$ cat config.mk
export PLATFORM = sky130hd
export DESIGN_NAME = berger_mem_ctrl
export DESIGN_NICKNAME = d
export VERILOG_FILES = /design/src/rtl/berger_mem_ctrl.sv
export SDC_FILE = /design/constraint.sdc
export NUM_CORES = 1
export LEC_CHECK = 0
export ABC_CLOCK_PERIOD_IN_PS = 2000
export BUFFER_PORTS_ARGS = -buffer_cell sky130_fd_sc_hd__buf_2
export CORE_MARGIN = 5
export CORE_UTILIZATION = 40
export DETAILED_ROUTE_END_ITERATION = 8
export GPL_TIMING_DRIVEN = 0
export HOLD_SLACK_MARGIN = 0.1
export PLACE_DENSITY = 0.7
export SYNTH_ARGS = -nofsm -noshare
export SYNTH_HDL_FRONTEND = slang
export SYNTH_SLANG_ARGS = --single-unit
$ cat constraint.sdc
create_clock -name clk -period 2 [get_ports clk]
set_input_delay 0.2 -clock clk [delete_from_list [all_inputs] [get_ports clk]]
set_output_delay 0.2 -clock clk [all_outputs]
set_load 0.03 [all_outputs]
$ cat src/rtl/berger_mem_ctrl.sv
// berger_mem_ctrl: access controller for a Berger-coded memory.
// Arbitrates a host port (priority) against a background scrubber and
// keeps an error log (saturating count, sticky first address, irq).
// Optional macro BERGER_READ_RETRY_EN: a read whose first check shows
// an error is re-issued once and only the second result is final.
// Ports:
//   clk, rst                 clock, synchronous active-high reset
//   host_req/we/addr/wdata   host request (held until host_ack)
//   host_ack/rdata/err       host completion pulse, read data, error
//   scrub_en, err_clr        scrubber enable, error log clear
//   mem_addr/wdata/wr_en     memory command (read latency 1)
//   mem_rdata, mem_err       memory read data and error_detected
//   err_count/addr/addr_valid, irq, scrub_pass_done   status outputs
module berger_mem_ctrl #(
  parameter int DATA_W         = 8,
  parameter int ADDR_W         = 4,
  parameter int SCRUB_INTERVAL = 64,
  parameter int ERR_CNT_W      = 8
) (
  input  logic              clk,
  input  logic              rst,
  input  logic              host_req,
  input  logic              host_we,
  input  logic [ADDR_W-1:0] host_addr,
  input  logic [DATA_W-1:0] host_wdata,
  output logic              host_ack,
  output logic [DATA_W-1:0] host_rdata,
  output logic              host_err,
  input  logic              scrub_en,
  input  logic              err_clr,
  output logic [ADDR_W-1:0] mem_addr,
  output logic [DATA_W-1:0] mem_wdata,
  output logic              mem_wr_en,
  input  logic [DATA_W-1:0] mem_rdata,
  input  logic              mem_err,
  output logic [ERR_CNT_W-1:0] err_count,
  output logic [ADDR_W-1:0] err_addr,
  output logic              err_addr_valid,
  output logic              irq,
  output logic              scrub_pass_done
);

  localparam int TW = $clog2(SCRUB_INTERVAL);
  localparam logic [TW-1:0] RELOAD = TW'(SCRUB_INTERVAL - 1);
  localparam logic [ADDR_W-1:0] PTR_LAST = '1;

`ifdef BERGER_READ_RETRY_EN
  typedef enum logic [2:0] {
    IDLE, WR, RD, CHK, RETRY
  } state_t;
`else
  typedef enum logic [1:0] {
    IDLE, WR, RD, CHK
  } state_t;
`endif

  state_t state, state_nxt;

  logic              owner_scrub;
  logic [ADDR_W-1:0] addr_q;
  logic [DATA_W-1:0] wdata_q;
  logic [ADDR_W-1:0] scrub_ptr;
  logic [TW-1:0]     timer;
  logic              scrub_due;

  logic take_host;
  logic take_scrub;
  logic fin;
  logic fin_err;
`ifdef BERGER_READ_RETRY_EN
  logic retried;
  logic retry_go;
`endif

  assign mem_addr = addr_q;
  assign irq      = err_addr_valid;

  always_ff @(posedge clk) begin
    if (rst) state <= IDLE;
    else     state <= state_nxt;
  end

  always_comb begin
    state_nxt       = state;
    host_ack        = 1'b0;
    host_rdata      = '0;
    host_err        = 1'b0;
    mem_wr_en       = 1'b0;
    mem_wdata       = '0;
    scrub_pass_done = 1'b0;
    take_host       = 1'b0;
    take_scrub      = 1'b0;
    fin             = 1'b0;
    fin_err         = 1'b0;
`ifdef BERGER_READ_RETRY_EN
    retry_go        = 1'b0;
`endif
    unique case (state)
      IDLE: begin
        if (host_req) begin
          take_host = 1'b1;
          state_nxt = host_we ? WR : RD;
        end else if (scrub_due) begin
          take_scrub = 1'b1;
          state_nxt  = RD;
        end
      end
      WR: begin
        mem_wr_en = 1'b1;
        mem_wdata = wdata_q;
        host_ack  = 1'b1;
        state_nxt = IDLE;
      end
      RD: begin
        state_nxt = CHK;
      end
      CHK: begin
`ifdef BERGER_READ_RETRY_EN
        if (mem_err && !retried) begin
          retry_go  = 1'b1;
          state_nxt = RETRY;
        end else begin
          fin = 1'b1;
        end
`else
        fin = 1'b1;
`endif
        if (fin) begin
          state_nxt = IDLE;
          fin_err   = mem_err;
          if (!owner_scrub) begin
            host_ack   = 1'b1;
            host_rdata = mem_rdata;
            host_err   = mem_err;
          end else if (scrub_ptr == PTR_LAST) begin
            scrub_pass_done = 1'b1;
          end
        end
      end
`ifdef BERGER_READ_RETRY_EN
      RETRY: begin
        state_nxt = CHK;
      end
`endif
      default: state_nxt = IDLE;
    endcase
  end

  // Access context is latched on leaving IDLE so the memory
  // address stays stable for the whole access.
  always_ff @(posedge clk) begin
    if (rst) begin
      owner_scrub <= 1'b0;
      addr_q      <= '0;
      wdata_q     <= '0;
      scrub_ptr   <= '0;
    end else begin
      if (take_host) begin
        owner_scrub <= 1'b0;
        addr_q      <= host_addr;
        wdata_q     <= host_wdata;
      end else if (take_scrub) begin
        owner_scrub <= 1'b1;
        addr_q      <= scrub_ptr;
      end
      if (fin && owner_scrub)
        scrub_ptr <= scrub_ptr + ADDR_W'(1);
    end
  end

`ifdef BERGER_READ_RETRY_EN
  always_ff @(posedge clk) begin
    if (rst || take_host || take_scrub) retried <= 1'b0;
    else if (retry_go)                  retried <= 1'b1;
  end
`endif

  // A new expiry wins over the clear on issue, so at most one
  // scrub read is ever pending.
  always_ff @(posedge clk) begin
    if (rst || !scrub_en) begin
      timer     <= RELOAD;
      scrub_due <= 1'b0;
    end else begin
      timer     <= (timer == '0) ? RELOAD : timer - TW'(1);
      scrub_due <= (timer == '0) | (scrub_due & ~take_scrub);
    end
  end

  // A final error in the same cycle as a clear starts a fresh log.
  always_ff @(posedge clk) begin
    if (rst) begin
      err_count      <= '0;
      err_addr       <= '0;
      err_addr_valid <= 1'b0;
    end else if (fin_err) begin
      if (err_clr)
        err_count <= ERR_CNT_W'(1);
      else if (err_count != '1)
        err_count <= err_count + ERR_CNT_W'(1);
      if (err_clr || !err_addr_valid) begin
        err_addr       <= addr_q;
        err_addr_valid <= 1'b1;
      end
    end else if (err_clr) begin
      err_count      <= '0;
      err_addr_valid <= 1'b0;
    end
  end

endmodule

# [Yosys cells after proc, flatten, opt, wreduce, memory -nomap -nowiden]
# Cells that the tools add are included.
[op_classes] n_addsub=3 n_mul=0 n_div=0 magnitude_cmp=0 eq_ne=7 n_shift=0 mux=31 n_bitwise=3 reduce_logical=16
[ops] operator="$mux W8" n=7
[ops] operator="$mux W1" n=17
[ops] operator="$add A8 B1 Y8 const B" n=1
[ops] operator="$mux W4" n=2
[ops] operator="$ne A8 B8 Y1 const B" n=1
[ops] operator="$logic_not A6 Y1" n=1
[ops] operator="$mux W2" n=3
[ops] operator="$pmux W2 S3" n=1
[ops] operator="$reduce_and A2 Y1" n=3
[ops] operator="$reduce_bool A2 Y1" n=3
[ops] operator="$reduce_or A2 Y1" n=3
[ops] operator="$sub A6 B1 Y6 const B" n=1
[ops] operator="$add A4 B1 Y4 const B" n=1
[ops] operator="$eq A2 B2 Y1 const B" n=2
[ops] operator="$eq A4 B4 Y1 const B" n=1
[ops] operator="$ne A3 B3 Y1 const B" n=1
[ops] operator="$eq A2 B1 Y1 const B" n=1
[ops] operator="$logic_not A1 Y1" n=2
[ops] operator="$logic_not A2 Y1" n=1
[ops] operator="$logic_or A1 B1 Y1" n=2
[ops] operator="$ne A2 B1 Y1 const B" n=1
[ops] operator="$pmux W1 S2" n=1
[ops] operator="$and A1 B1 Y1" n=1
[ops] operator="$logic_and A1 B1 Y1" n=1
[ops] operator="other kinds (2)" n=2
[word_totals] register_bits=39 latchBits=0 ramBits=0 mem_bits_ro=0 wordCells=70 memories=0

# [Logic depth before layout (Yosys ltp)]
# Gate-level depths: netlist (run 1).
[logic_depth] depth_word=6 ltp_mapped=6 mapped_depth_nobuf=5

# [Worst setup path after synthesis (run 1)]
# Ideal clock, no wire load.
[synth_timing] path_type="register to register" startpoint="register err_count[0]" endpoint="register err_count[2]" setup_ns=0.120 arrival_time_ns=1.449 required_time_ns=1.880 slack_ns=0.431 stages_incl_launch_ff=6 n_path_buf=0 synth_period_minus_slack_ns=1.569 cell_sequence="dfxtp_1 ha_1 nand4_1 o211a_1 xnor2_1 nor2_1"
[synth_via] elab_chain_cells=4 word_cells_on_any_way=7 classes_between="1 x add/sub; 1 x eq/ne; 3 x mux; 2 x reduce/logical"
[synth_rtl] item="start, declared" line="36" text="output logic [ERR_CNT_W-1:0] err_count,"
[synth_rtl] item="start signal, assigned" line="200" text="err_count <= err_count + ERR_CNT_W'(1);"
[synth_rtl] item="$add A8 B1 Y8" line="200"
[synth_rtl] item="$mux W8" line="199" text="else if (err_count != '1)"
[synth_rtl] item="$mux W8" line="197" text="if (err_clr)"
[synth_rtl] item="$mux W8" line="196" text="end else if (fin_err) begin"
# Several ways; a longest one is shown, not always the timed one. The select of a mux whose other input is x is not followed.
# A chain may end at the register's enable or synchronous reset.

# [Worst setup path after layout (run 1)]
[layout_timing] startpoint="register state[1]" endpoint="output host_err"
[layout_via] elab_chain_cells=2
[layout_rtl] item="start, declared" line="57" text="state_t state, state_nxt;"
[layout_rtl] item="start signal, assigned" line="80" text="else state <= state_nxt;"
[layout_rtl] item="$eq A2 B2 Y1" line="98" text="unique case (state)"
[layout_rtl] item="$mux W1" line="98"
[layout_rtl] item="end, declared" line="28" text="output logic host_err,"
# No other way between the ends.

==> flow_metrics.env, run 1 <==
export IMPL_worst_path_cell_trace="buf_4 -> nand2_1 -> nor2_1 -> and2_1 -> buf_2"
export IMPL_post_route_util_pct=53.37
export IMPL_drt_pass1_iter_count=4
export IMPL_fp_dieH_um=77.51
export IMPL_yosys_warnings=0
export IMPL_path_class="flip-flop to primary output"
export IMPL_cts_root_to_sink_buffers=2
export IMPL_vias=1670
export IMPL_worst_ir_drop_vdd_uv=357.5
export IMPL_grt_ovfl_total=0
export IMPL_static_leakage_power_uw=0.001075
export IMPL_initial_core_util_pct=41.58
export IMPL_netlist_instances=222
export IMPL_clkTransAtPathRegs_ps=80
export IMPL_root_buffer_cell="sky130_fd_sc_hd__clkbuf_8"
export IMPL_slew_limit_headroom_pct=58.93
export IMPL_worst_skew_pair_late_latency_ps=290
export IMPL_power_density_cell_area_mw_per_mm2=757.6
export IMPL_hp_class="primary input to flip-flop"
export IMPL_clock_fmax_mhz=563.6
export IMPL_avgViaCountPerCell=4.841
export IMPL_timing_critical_path_to_type="primary output"
export IMPL_post_cts_resized=0
export IMPL_outcome="completed"
export IMPL_fillCellCount=433
export IMPL_globalplace_congestion=0.8136
export IMPL_wl_mm=4.240
export IMPL_syn_avg_cell_area_um2=8.212
export IMPL_cts_max_level=2
export IMPL_cp_arrival_ps=1570
export IMPL_synth_area_mm2=0.001823
export IMPL_wire_length_of_the_first_global_routing_pass_mm=7.086
export IMPL_min_period_over_period_pct=88.72
export IMPL_ant_nets=0
export IMPL_timing_max_cap_violations=0
export IMPL_antenna_found_initial=0
export IMPL_critPathMaxStageDelay_ps=340
export IMPL_cts_setup_buffers=0
export IMPL_fin_crit_ps=1774
export IMPL_tritoncts_clock_tree="done"
export IMPL_ys_seq_area_share_pct=42.83
export IMPL_grtUsageTotal_pct=14.48
export IMPL_final_nets=323
export IMPL_dieArea_mm2=0.006008
export IMPL_finalHoldViolCount=0
export IMPL_setup_tns_ps=0
export IMPL_drive_gt1_share_pct=27.30
export IMPL_first_global_vias=1571
export IMPL_worstPathRequired_ps=1800
export IMPL_top_level_ports=65
export IMPL_drv_slew=0
export IMPL_placementRows=24
export IMPL_postSynthNetCount=253
export IMPL_area_growth_synth_to_finish_pct=28.35
export IMPL_worst_setup_path_start_kind="flip-flop"
export IMPL_grt_max_degree=14
export IMPL_port_buffers=63
export IMPL_cts_hold_repair_buffers=0
export IMPL_detailedPlacementHpwl_mm=3.236
export IMPL_maximum_clock_skew_at_final_layout_ps=4.123
export IMPL_critPathMaxFanout=10
export IMPL_ys_ff_latch=39
export IMPL_cts_buffers=5
export IMPL_netlist_cell_type_count=38
export IMPL_fp_dieW_um=77.51
export IMPL_slowest_stage_cell_cp="sky130_fd_sc_hd__nor2_1"
export IMPL_hold_depth=2
export IMPL_detail_route_iter0_violations=56
export IMPL_finalSetupViolCount=0
export IMPL_antenna_diode_count=0
export IMPL_drc=0
export IMPL_wire_per_inst_um=12.29
export IMPL_rsz_0062_raised_after_global_routing="no"
export IMPL_core_footprint_mm2=0.004384
export IMPL_cts_num_sinks=39
export IMPL_r2r_cells=4
export IMPL_tightest_slew_ps=616.0
[critical path: cells and delay by family, from the launching register on]
family                 cells  cell delay (ps)
flip-flops                 1              330
AND/OR/NAND/NOR            3              600
buffers and inverters      2              360
[synthesized netlist by cell type, drive strengths merged]
cell	number	area share, %
dfxtp	39	43
nand2	33	6.8
nor2	23	4.7
a21oi	17	4.7
and2	17	5.8
o21ai	10	3.4
nand3	9	2.5
inv	8	1.6
nor3	8	2.5
clkbuf	7	1.4
mux2i	6	3.3
buf	5	2.7
a221oi	4	1.9
and3	4	1.4
ha	4	2.7
xnor2	4	1.9
nand4	3	1.0
xor2	3	1.4
nand2b	2	0.69
nor2b	2	0.69
a211oi	1	0.41
a21boi	1	0.41
a31oi	1	0.34
and4	1	0.48
nand3b	1	0.41
nor3b	1	0.41
o211a	1	0.55
o211ai	1	0.41
o21a	1	0.41
o21ba	1	0.55
o31ai	1	0.41
or2	1	0.34
or3	1	0.34
or4	1	0.41
[flip-flops by register name (all words and copies together) (netlist names)]
signal	flops
err_addr_valid	1
mem_addr	4
scrub_due	1
state	2
wdata_q	8
owner_scrub	1
timer	6
err_count	8
scrub_ptr	4
err_addr	4
[per-layer routing]
layer	up-vias	track usage, %	wire length (um)
met4	0	3.780	28
met1	744	17.52	1961
met5	-	0	0
met2	36	24.16	2045
met3	4	5.440	204
li1	886	-	-
[final cells by class]
cell class	instances	area, um2	share of cell area [%]
clock inverters	3	67.56	2.888
flip-flops and latches	39	780.7	33.37
inverters	8	30.03	1.283
well taps	52	65.06	2.781
clock buffers	5	68.82	2.941
multi-input cells	163	937.1	40.05
repair buffers	63	315.3	13.48
plain buffers	12	75.07	3.209
[kinds of logic after synthesis]
family | after synthesis | synth area share (%)
compound gates | 39 | 13.45
mux | 6 | 3.295
fa+ha+maj | 4 | 2.745
xor+xnor | 7 | 3.363
buf+inv | 20 | 5.765
flops | 39 | 42.83
simple gates | 107 | 28.55
[stage by stage]
stage	setup slack (ps)	hold WS (ps)	cells	total power, uW	cell area (um2)
floorplan	431.0	336.0	222	956.6	1823
global placement	451.4	400.4	337	1023	2203
detailed placement	452.0	405.1	337	1025	2203
CTS	203.0	115.3	345	1801	2340
global route	58.27	118.8	345	1864	2340
finish	225.6	123.9	345	1773	2340
[cell usage in the layout (no fill, tap or decap), types with 5 or more instances in the layout]
cell type	instances
sky130_fd_sc_hd__buf_2	63
sky130_fd_sc_hd__mux2i_1	6
sky130_fd_sc_hd__and2_1	17
sky130_fd_sc_hd__a21oi_1	17
sky130_fd_sc_hd__nor2_1	23
sky130_fd_sc_hd__nand2_1	33
sky130_fd_sc_hd__clkbuf_1	7
sky130_fd_sc_hd__o21ai_0	9
sky130_fd_sc_hd__inv_1	8
sky130_fd_sc_hd__dfxtp_1	39
sky130_fd_sc_hd__nand3_1	9
sky130_fd_sc_hd__nor3_1	7
sky130_fd_sc_hd__clkbuf_8	5
[worst paths after layout]
kind | slack (ps) | endpoint | from
min reg2reg | 420 | timer[0]$_SDFF_PP1_ | timer[0]$_SDFF_PP1_
max | 230 | host_err | state[1]$_SDFFE_PP0P_
min | 120 | mem_addr[2]$_SDFFE_PP0P_ | rst
max reg2reg | 420 | mem_addr[1]$_SDFFE_PP0P_ | state[1]$_SDFFE_PP0P_
[power by group]
| group | leakage, uW | internal (uW) | switching [uW] |
|---|---|---|---|
| Sequential | 0.000317 | 801 | 14.2 |
| Clock | 0.0000644 | 497 | 270 |
| Combinational | 0.000694 | 68.4 | 122 |
(Power assumes the default switching activity.)
==> run 2: changes to the inputs <==
--- a/config.mk
+++ b/config.mk
@@ -5,7 +5,7 @@
 export SDC_FILE = /design/constraint.sdc
 export NUM_CORES = 1
 export LEC_CHECK = 0
-export ABC_CLOCK_PERIOD_IN_PS = 2000
+export ABC_CLOCK_PERIOD_IN_PS = 1800
 export BUFFER_PORTS_ARGS = -buffer_cell sky130_fd_sc_hd__buf_2
 export CORE_MARGIN = 5
 export CORE_UTILIZATION = 40
==> constraint.sdc (replaced) <==
create_clock -name clk -period 1.8 [get_ports clk]
set_input_delay 0.18 -clock clk [delete_from_list [all_inputs] [get_ports clk]]
set_output_delay 0.18 -clock clk [all_outputs]
set_load 0.03 [all_outputs]
==> flow_metrics.env, run 2 (synthesis results as in run 1) <==
export IMPL_outcome="completed"
export IMPL_top_level_ports=65
export IMPL_worst_path_cell_trace="buf_4 -> nand2_1 -> nor2_2 -> and2_1 -> buf_2"
export IMPL_ant_nets=0
export IMPL_placementRows=24
export IMPL_cts_num_sinks=39
export IMPL_drive_gt1_share_pct=28.23
export IMPL_finalSetupViolCount=0
export IMPL_fp_dieH_um=77.51
export IMPL_dpl_cell_area_mm2=0.002203
export IMPL_tightest_slew_ps=616.1
export IMPL_wire_length_of_the_first_global_routing_pass_mm=7.107
export IMPL_initial_core_util_pct=41.58
export IMPL_root_buffer_cell="sky130_fd_sc_hd__clkbuf_8"
export IMPL_final_instance_count_excl_fill=346
export IMPL_static_leakage_power_uw=0.001086
export IMPL_cts_root_to_sink_buffers=2
export IMPL_path_class="flip-flop to primary output"
export IMPL_rsz_0062_raised_after_global_routing="no"
export IMPL_final_nets=324
export IMPL_detailedPlacementHpwl_mm=3.236
export IMPL_fp_dieW_um=77.51
export IMPL_finalHoldViolCount=0
export IMPL_top_layer_used_by_detailed_routing="met4"
export IMPL_slowest_stage_cell_cp="sky130_fd_sc_hd__dfxtp_1"
export IMPL_grtUsageTotal_pct=14.53
export IMPL_final_cell_area_mm2=0.002355
export IMPL_cp_arrival_ps=1450
export IMPL_maximum_clock_skew_at_final_layout_ps=4.156
export IMPL_wl_mm=4.243
export IMPL_avgViaCountPerCell=4.893
export IMPL_min_period_over_period_pct=90.61
export IMPL_worst_skew_pair_late_latency_ps=290
export IMPL_worst_ir_drop_vdd_uv=396.4
export IMPL_drv_slew=0
export IMPL_numPlacedInstances=337
export IMPL_first_global_vias=1576
export IMPL_grt_ovfl_total=0
export IMPL_drt_pass1_iter_count=5
export IMPL_holdWs_ps=123.4
export IMPL_grt_max_degree=14
export IMPL_fin_crit_ps=1631
export IMPL_largest_registers="err_count: 8 flops, wdata_q: 8 flops, timer: 6 flops"
export IMPL_globalplace_congestion=0.8136
export IMPL_slew_limit_headroom_pct=58.93
export IMPL_antenna_diode_count=0
export IMPL_cts_max_level=2
export IMPL_tritoncts_clock_tree="done"
export IMPL_worst_setup_path_start_kind="flip-flop"
export IMPL_vias=1693
export IMPL_wire_per_inst_um=12.26
export IMPL_worstPathRequired_ps=1620
export IMPL_layout_commonest_cell="sky130_fd_sc_hd__buf_2"
export IMPL_critPathMaxStageDelay_ps=330
export IMPL_timing_critical_path_to_type="primary output"
export IMPL_clock_fmax_mhz=613.1
export IMPL_most_common_layout_cells="sky130_fd_sc_hd__buf_2, sky130_fd_sc_hd__dfxtp_1, sky130_fd_sc_hd__nand2_1, sky130_fd_sc_hd__nor2_1"
export IMPL_port_buffers=63
export IMPL_timing_max_cap_violations=0
export IMPL_clkTransAtPathRegs_ps=70
export IMPL_dieArea_mm2=0.006008
export IMPL_power_density_cell_area_mw_per_mm2=837.6
export IMPL_hp_class="primary input to flip-flop"
export IMPL_detail_route_iter0_violations=57
export IMPL_drc=0
export IMPL_critPathMaxFanout=10
export IMPL_core_footprint_mm2=0.004384
export IMPL_routed_wl_met2_mm=2.062
export IMPL_setup_tns_ps=0
export IMPL_wl_met1_mm=1.949
export IMPL_antenna_found_initial=0
export IMPL_area_growth_synth_to_finish_pct=29.17
export IMPL_cts_buffers=5
export IMPL_met3_length_um=205
export IMPL_post_route_util_pct=53.71
==> run 2: cell types whose count changed in the layout (fill, tap and decap cells not counted) <==
cell                            before  now
sky130_fd_sc_hd__clkbuf_2            0    2
sky130_fd_sc_hd__nor2_2              0    1
sky130_fd_sc_hd__clkbuf_1            7    5
sky130_fd_sc_hd__nor2_1             23   22
sky130_fd_sc_hd__dlygate4sd3_1       0    1
==> run 2: final timing paths <==
path,from,end,slack [ps],cells past startpoint
setup / recovery,state[1]$_SDFFE_PP0P_,host_err,170,5
hold / removal,host_wdata[4],wdata_q[4]$_SDFFE_PP0P_,120,3
setup reg to reg,state[1]$_SDFFE_PP0P_,mem_addr[1]$_SDFFE_PP0P_,220,4
hold reg to reg,timer[0]$_SDFF_PP1_,timer[0]$_SDFF_PP1_,420,1
==> run 2: area by class of cell <==
class | count | area [um2]
fillers | 428 | 2029
multi-input cells | 163 | 939.7
flip-flops and latches | 39 | 780.7
repair buffers | 64 | 325.3
plain buffers | 12 | 77.57
clock buffers | 5 | 68.82
clock inverters | 3 | 67.56
well taps | 52 | 65.06
inverters | 8 | 30.03
==> run 2: per-stage QoR <==
stage	setup WS [ps]	total power, uW
final	169.1	1972
after global routing	5.164	2074
after CTS	22.97	2003
after detailed placement	252.0	1139
after global placement	251.4	1137
after floorplan	231.0	1063
==> run 2: worst max-delay path, delay by kind of cell, from the launching register on <==
kind,cells,cell delay [ps]
buffers and inverters,2,360
flip-flops,1,330
AND/OR/NAND/NOR,3,480
==> run 2: repair_timing <==
item	in CTS	in global routing
hold buffers	1	0
hold endpoints to repair	3	0
endpoints found under the setup margin	0	17
gates resized for setup	0	4
buffers inserted	0	0
==> run 2: where the power goes <==
group / internal, uW / switching, uW / total (uW)
Combinational: 78.0 / 136 / 214
Clock: 553 / 300 / 853
Sequential: 890 / 15.7 / 906
==> run 2: routing by layer <==
metal	global-route usage [%]	up-vias
met5	0	-
met4	3.780	0
met3	5.440	4
met2	24.16	40
met1	17.66	759
li1	-	890
==> run 3: changes to the inputs <==
--- a/config.mk
+++ b/config.mk
@@ -12,6 +12,7 @@
 export DETAILED_ROUTE_END_ITERATION = 8
 export GPL_TIMING_DRIVEN = 0
 export HOLD_SLACK_MARGIN = 0.1
+export MAX_ROUTING_LAYER = met4
 export PLACE_DENSITY = 0.7
 export SYNTH_ARGS = -nofsm -noshare
 export SYNTH_HDL_FRONTEND = slang
==> flow_metrics.env, run 3 (synthesis results as in run 1) <==
export IMPL_cts_num_sinks=39
export IMPL_worst_ir_drop_vdd_uv=396.1
export IMPL_hp_start="host_wdata[4]"
export IMPL_area_growth_synth_to_finish_pct=29.17
export IMPL_fillCellCount=428
export IMPL_drc=0
export IMPL_worstPathRequired_ps=1620
export IMPL_setup_tns_ps=0
export IMPL_slew_limit_headroom_pct=58.94
export IMPL_fp_dieW_um=77.51
export IMPL_ant_nets=0
export IMPL_grtUsageTotal_pct=14.86
export IMPL_globalplace_congestion=0.8257
export IMPL_dieArea_mm2=0.006008
export IMPL_cts_buffers=5
export IMPL_critPathMaxFanout=10
export IMPL_grt_max_degree=14
export IMPL_wl_mm=4.226
export IMPL_power_density_cell_area_mw_per_mm2=836.9
export IMPL_maximum_clock_skew_at_final_layout_ps=4.439
export IMPL_startpoint_of_the_most_critical_register_to_register_path="state[1]$_SDFFE_PP0P_"
export IMPL_core_footprint_mm2=0.004384
export IMPL_timing_critical_path_to_type="primary output"
export IMPL_drv_slew=0
export IMPL_root_buffer_cell="sky130_fd_sc_hd__clkbuf_8"
export IMPL_cts_root_to_sink_buffers=2
export IMPL_largest_registers="err_count: 8 flops, wdata_q: 8 flops, timer: 6 flops"
export IMPL_antenna_found_initial=0
export IMPL_crit_path_start="state[1]$_SDFFE_PP0P_"
export IMPL_port_buffers=63
export IMPL_wire_length_of_the_first_global_routing_pass_mm=7.086
export IMPL_top_level_ports=65
export IMPL_detailedPlacementHpwl_mm=3.236
export IMPL_drive_gt1_share_pct=28.23
export IMPL_static_leakage_power_uw=0.001086
export IMPL_min_period_over_period_pct=90.42
export IMPL_most_common_layout_cells="sky130_fd_sc_hd__buf_2, sky130_fd_sc_hd__dfxtp_1, sky130_fd_sc_hd__nand2_1, sky130_fd_sc_hd__nor2_1"
export IMPL_detail_route_iter0_violations=58
export IMPL_first_global_vias=1581
export IMPL_tightest_slew_ps=615.9
export IMPL_final_nets=324
export IMPL_finalSetupViolCount=0
export IMPL_tritoncts_clock_tree="done"
export IMPL_outcome="completed"
export IMPL_wire_per_inst_um=12.21
export IMPL_pnr_total_power_uw=1971
export IMPL_grt_ovfl_total=0
export IMPL_fin_crit_ps=1628
export IMPL_fp_dieH_um=77.51
export IMPL_setup_ws_ps=172.5
export IMPL_placementRows=24
export IMPL_timing_max_cap_violations=0
export IMPL_preCtsSetupSlack_ps=252.0
export IMPL_worst_skew_pair_late_latency_ps=290
export IMPL_cts_max_level=2
export IMPL_avgViaCountPerCell=4.908
export IMPL_worst_setup_path_start_kind="flip-flop"
export IMPL_clkTransAtPathRegs_ps=70
export IMPL_path_class="flip-flop to primary output"
export IMPL_antenna_diode_count=0
export IMPL_vias=1698
export IMPL_holdWs_ps=124.5
export IMPL_layout_commonest_cell="sky130_fd_sc_hd__buf_2"
export IMPL_cp_arrival_ps=1450
export IMPL_finalHoldViolCount=0
export IMPL_hp_class="primary input to flip-flop"
export IMPL_initial_core_util_pct=41.58
export IMPL_rsz_0062_raised_after_global_routing="no"
export IMPL_clock_fmax_mhz=614.4
export IMPL_drt_pass1_iter_count=4
run 3: stage by stage:
stage	util, %	instances	instance area [um2]
2_1_floorplan	-	222	1823
3_3_place_gp	50.26	337	2203
3_5_place_dp	50.26	337	2203
4_1_cts	53.60	346	2350
5_1_grt	53.71	346	2355
6_report	53.71	346	2355
run 3: repair_timing:
item                                    in CTS  in global routing
endpoints found under the setup margin       0                 17
hold buffers                                 1                  0
buffers inserted                             0                  0
hold endpoints to repair                     3                  0
resized for setup                            0                  4
run 3: per-layer routing:
| metal | global-route usage [%] | share of wire, % | up-vias |
|---|---|---|---|
| li1 | - | - | 888 |
| met1 | 17.66 | 46 | 766 |
| met2 | 24.16 | 49 | 37 |
| met3 | 4.282 | 4.4 | 7 |
| met4 | 4.811 | 1.2 | 0 |
| met5 | - | 0 | - |
run 3: area by class of cell:
type	instances	area, um2	share of cell area (%)
Inverter	8	30.03	1.275
Clock buffer	5	68.82	2.922
Clock inverter	3	67.56	2.869
Timing Repair Buffer	64	325.3	13.82
Multi-Input combinational cell	163	939.7	39.90
Tap cell	52	65.06	2.763
Buffer	12	77.57	3.294
Sequential cell	39	780.7	33.16
run 3: power by group:
group | switching (uW) | leakage, uW | internal [uW]
Clock | 299 | 0.0000644 | 553
Combinational | 136 | 0.000704 | 78.0
Sequential | 15.6 | 0.000317 | 890
Total | 450 | 0.00109 | 1520
run 3: worst paths after layout:
path | cells past startpoint | endpoint | slack (ps)
worst max-delay path | 5 | host_err | 170
worst max register to register | 4 | mem_addr[1]$_SDFFE_PP0P_ | 230
worst min-delay path | 3 | wdata_q[4]$_SDFFE_PP0P_ | 120
worst min register to register | 1 | timer[0]$_SDFF_PP1_ | 420
run 3: critical path, stage by stage, from the launching register on:
cell and delay [ps]:
sky130_fd_sc_hd__dfxtp_1 330, sky130_fd_sc_hd__buf_4 160, sky130_fd_sc_hd__nand2_1 70, sky130_fd_sc_hd__nor2_2 230, sky130_fd_sc_hd__and2_1 180, sky130_fd_sc_hd__buf_2 200
